==> config.mk <==
export PLATFORM = sky130hd
export DESIGN_NAME = count_multimode
export DESIGN_NICKNAME = d
export VERILOG_FILES = /design/src/rtl/count_multimode.sv
export SDC_FILE = /design/constraint.sdc
export NUM_CORES = 1
export LEC_CHECK = 0
export BUFFER_PORTS_ARGS = -buffer_cell sky130_fd_sc_hd__buf_4
export CAP_MARGIN = 20
export CORE_MARGIN = 1.5
export CORE_UTILIZATION = 30
export DETAILED_ROUTE_END_ITERATION = 6
export SYNTH_ARGS = -nofsm -noshare
export SYNTH_HDL_FRONTEND = slang
export SYNTH_SLANG_ARGS = --single-unit
export TNS_END_PERCENT = 30
==> constraint.sdc <==
create_clock -name clk -period 2.2 [get_ports clk]
set_clock_uncertainty 0.15 [all_clocks]
set_input_delay 0.11 -clock clk [delete_from_list [all_inputs] [get_ports clk]]
set_output_delay 0.11 -clock clk [all_outputs]
set_load 0.005 [all_outputs]
==> src/rtl/count_multimode.sv <==
// rtl/count_multimode.sv - parametrised up/down counter with wrap, saturate, ping-pong and one-shot modes
module count_multimode #(
  parameter int WIDTH   = 4,
  parameter int MAX_VAL = (2 ** WIDTH) - 1
) (
  input  logic             clk,
  input  logic             rst,
  input  logic             en,
  input  logic             ctrl,
  input  logic [1:0]       mode,
  input  logic             load,
  input  logic [WIDTH-1:0] load_val,
  output logic [WIDTH-1:0] count,
  output logic             dir,
  output logic             tc,
  output logic             done
);

  typedef enum logic [1:0] {
    MODE_WRAP = 2'b00,
    MODE_SAT  = 2'b01,
    MODE_PING = 2'b10,
    MODE_ONE  = 2'b11
  } mode_t;

  // Effective direction; in ping-pong mode this is the FSM state.
  typedef enum logic {
    DIR_DOWN = 1'b0,
    DIR_UP   = 1'b1
  } dir_t;

  // Bounds in both the extended (WIDTH+1) and native widths.
  localparam logic [WIDTH:0]   MAX_W     = (WIDTH+1)'(MAX_VAL);
  localparam logic [WIDTH:0]   ONE_W     = (WIDTH+1)'(1);
  localparam logic [WIDTH-1:0] MAX_C     = WIDTH'(MAX_VAL);
  localparam logic [WIDTH-1:0] MAX_DEC_C = WIDTH'(MAX_VAL - 1);
  localparam logic [WIDTH-1:0] ZERO_C    = '0;
  localparam logic [WIDTH-1:0] ONE_C     = WIDTH'(1);

  mode_t            mode_s;
  logic [WIDTH-1:0] count_q, count_d;
  dir_t             dir_q, dir_d;
  logic             done_q, done_d;

  logic [WIDTH:0]   cnt_ext, inc_ext, dec_ext, load_ext;
  logic [WIDTH-1:0] load_clamped;
  logic [WIDTH-1:0] step_dir;
  logic             at_max, at_zero, at_bound;
  logic             step_hits_bound;

  assign mode_s = mode_t'(mode);

  // Widened arithmetic: overshoot past MAX_VAL and borrow below zero are
  // visible in the extra top bit, so bound detection needs no special cases.
  assign cnt_ext  = {1'b0, count_q};
  assign inc_ext  = cnt_ext + ONE_W;
  assign dec_ext  = cnt_ext - ONE_W;
  assign load_ext = {1'b0, load_val};

  assign at_max   = (inc_ext > MAX_W);
  assign at_zero  = dec_ext[WIDTH];
  assign at_bound = (dir_q == DIR_UP) ? at_max : at_zero;

  // Loads are clamped so count can never hold a value above MAX_VAL.
  assign load_clamped = (load_ext > MAX_W) ? MAX_C : load_val;

  // One step in the registered direction; only used when not at a bound.
  assign step_dir = (dir_q == DIR_UP) ? inc_ext[WIDTH-1:0] : dec_ext[WIDTH-1:0];

  // One-shot completes on the edge whose step lands on the bound.
  assign step_hits_bound = (dir_q == DIR_UP) ? (step_dir == MAX_C) : (step_dir == ZERO_C);

  // State register: count, direction and sticky one-shot flag.
  always_ff @(posedge clk or posedge rst) begin
    if (rst) begin
      count_q <= ZERO_C;
      dir_q   <= DIR_UP;
      done_q  <= 1'b0;
    end else begin
      count_q <= count_d;
      dir_q   <= dir_d;
      done_q  <= done_d;
    end
  end

  // Next-state: load beats enable; direction follows ctrl except in ping-pong.
  always_comb begin
    count_d = count_q;
    dir_d   = (mode_s == MODE_PING) ? dir_q : dir_t'(ctrl);
    done_d  = (mode_s == MODE_ONE) ? done_q : 1'b0;

    if (load) begin
      count_d = load_clamped;
      dir_d   = dir_t'(ctrl);
      done_d  = 1'b0;
    end else if (en) begin
      case (mode_s)
        MODE_WRAP: begin
          if (at_bound) begin
            count_d = (dir_q == DIR_UP) ? ZERO_C : MAX_C;
          end else begin
            count_d = step_dir;
          end
        end
        MODE_SAT: begin
          if (!at_bound) begin
            count_d = step_dir;
          end
        end
        MODE_PING: begin
          // Bounce without dwelling: leave the bound and flip direction together.
          if (at_bound) begin
            if (dir_q == DIR_UP) begin
              count_d = MAX_DEC_C;
              dir_d   = DIR_DOWN;
            end else begin
              count_d = ONE_C;
              dir_d   = DIR_UP;
            end
          end else begin
            count_d = step_dir;
          end
        end
        default: begin
          // One-shot: saturate-style stepping, frozen once done is set.
          if (!done_q) begin
            if (at_bound) begin
              done_d = 1'b1;
            end else begin
              count_d = step_dir;
              done_d  = step_hits_bound;
            end
          end
        end
      endcase
    end
  end

  assign count = count_q;
  assign dir   = dir_q;
  assign done  = done_q;
  assign tc    = en & ~load & at_bound & ~((mode_s == MODE_ONE) & done_q);

endmodule

==> reports/metrics.cfg <==
[power]
p_sw_share_pct = 39.15
powerDensity_nw_per_um2 = 523.3
p_seq_share_pct = 23.5
power_uw = 617.4
clockPowerShare_pct = 18.7
peakVddDrop_uv = 383.1
leakage_nw = 0.5169
switchingPower_uw = 241.7
combPwrFrac_pct = 57.8
p_int_uw = 375.7

[yosys]
yosysTopAreaCell = dfrtp_1
ys_types = 42
ys.flop_type = dfrtp_1
synth_top_area_share_pct = 16.72
ys_ff_latch = 6
synth_area_per_cell_sq_um = 7.876
synth-edff-count = 0
seq_area_frac_synth_pct = 20.23
syn_area_sq_um = 748.2
synthArstFlopShare_pct = 100.0
ys_warn_count = 0
syn-num-nets = 113
syn_inst = 95
synthTopCellsByArea = dfrtp_1, ha_1, a31oi_1, nand2_1, dfstp_2

[cells_and_area]
final_cells = 163
fin_nets = 154
final_cell_area_sq_um = 1180
antennaDiodeCount = 0
final_cell_mix = buf_4, nand2_1, a31oi_1, inv_1
drive_above_1_share_pct = 38.52
final_common_cell = buf_4
fillerInstances = 210
area_delta_synth_final_pct = 57.69
finish.utilization_pct = 51.84

[die]
rows = 17
die_x_microns = 52.94
die_h_microns = 52.94
pin_count = 18
die-area_sq_um = 2803
start_util_pct = 32.88
core-area_sq_um = 2276

[sta]
finalHoldViolCount = 0
tightest_slew_ps = 357.7
layout_min_cycle_time_ps = 2125
fin_crit_sh_pct = 96.58
final_max_slew_viol_count = 0
setup_ws_ps = 75.14
fmax_mhz = 470.6
tns_ps = 0
setup_violations = 0
slew_headroom_pct = 75.84
holdWs_ps = 8.425

[drt]
drc = 0
avgViaCountPerCell = 5.724
dr.pass1.iters = 4
wl_mm = 2.488
vias = 933
wire_per_inst_microns = 15.26
initialDrtViolationCount = 34
antenna_left = 0

[worst_setup_path]
r2r_start = count[0]
criticalPathCategory = reg -> out
setup.worst_path.start_class = register
cp-end-kind = output port
path_max_fanout = 4
crit_required_ps = 1940
arrival_ps = 1860
crit_start = count[0]

[clock_tree]
numCtsBuffers = 3
path_clk_slew_ps = 60
clk_latency_ps = 260
clock_sinks = 6
cts_buffer_depth = 2
cts_tree = yes
htree_levels = 1
root_buffer = clkbuf_4

[global_route]
grt_max_degree = 17
track_usage_pct = 19.55
antenna_found_initial = 0
grt_pass1_wl_mm = 4.077
grt_pass1_vias = 862
overflow = 0

[place]
port_buffers = 17
pre_cts_ws_ps = 35.27
placed_cells = 149
dpl.hpwl_mm = 1.842
place_area_sq_um = 1003
gp_congestion = 0.8715

[status]
outcome = complete, no violations

[min_path]
hold_start = ctrl
hp-class = in -> reg

[run]
maxCapViolCount = 0

[logic make-up after synthesis]
logic type	after synthesis	synth area share, %
AO/OA/AOI/OAI	31	29.60
AND/OR/NAND/NOR	36	28.76
flip-flops	6	20.23
adder cells (fa/ha/maj)	8	13.04
XOR/XNOR	2	2.342
buffers and inverters	12	6.021
[worst max-delay path, cell delays in order, from the launching register on]
cell,delay [ps]
dfrtp_2,430
inv_4,100
ha_4,140
buf_6,100
nor4b_4,210
buf_4,170
a31oi_1,40
nand2_1,120
and4_1,190
buf_4,110
[worst paths after layout]
kind,endpoint,slack [ps],depth (start not counted)
worst max-delay path,tc,80,9
worst min-delay path,dir,8,3
worst max register to register,count[1],80,7
worst min register to register,done,450,2
max in group asynchronous,dir,1440,3
min in group asynchronous,count[1],180,3
[flip-flops by register name (all words and copies together) (netlist names)]
register  count
count         4
dir           1
done          1
[metal layers]
layer	GRT usage (%)	routed length, microns	up-vias
met5	0	0	-
met1	27.10	1080	451
met2	32.71	1287	33
met4	2.991	11	0
li1	-	-	447
met3	2.542	108	2
[final cells by class]
class,instances,area (sq um),area share [%]
clock buffers,4,26.28,2.227
multi-input cells,77,611.8,51.86
repair buffers,41,325.3,27.57
flip-flops and latches,6,152.6,12.94
inverters,7,28.78,2.439
well taps,28,35.03,2.969
[cells in the mapped netlist (2+ instances only)]
cell type  instances
clkbuf_1           5
a21oi_1            4
nand2_1           11
and2_1             2
o211ai_1           2
dfrtp_1            5
or3_1              2
o21ai_0            2
o22ai_1            2
ha_1               7
a31oi_1            7
inv_1              7
nor2_1             3
nand2b_1           3
nand3b_1           2
a22oi_1            2
nand4_1            4
[power by group through the flow]
stage / Sequential (mW) / Clock [mW] / Combinational [mW]
after global placement: 0.145 / 0 / 0.291
after detailed placement: 0.145 / 0 / 0.294
after floorplan: 0.146 / 0 / 0.165
after global routing: 0.147 / 0.128 / 0.390
final: 0.145 / 0.116 / 0.357
after CTS: 0.143 / 0.122 / 0.316
[timing repair]
action / CTS / global route
resized for setup: 3 / 10
setup endpoints to repair: 1 / 6
buffers inserted: 2 / 4
hold endpoints to repair: 8 / 0
hold buffers: 4 / 0
pin swaps: 1 / 6
No activity file was read; power rests on OpenSTA's default activity.
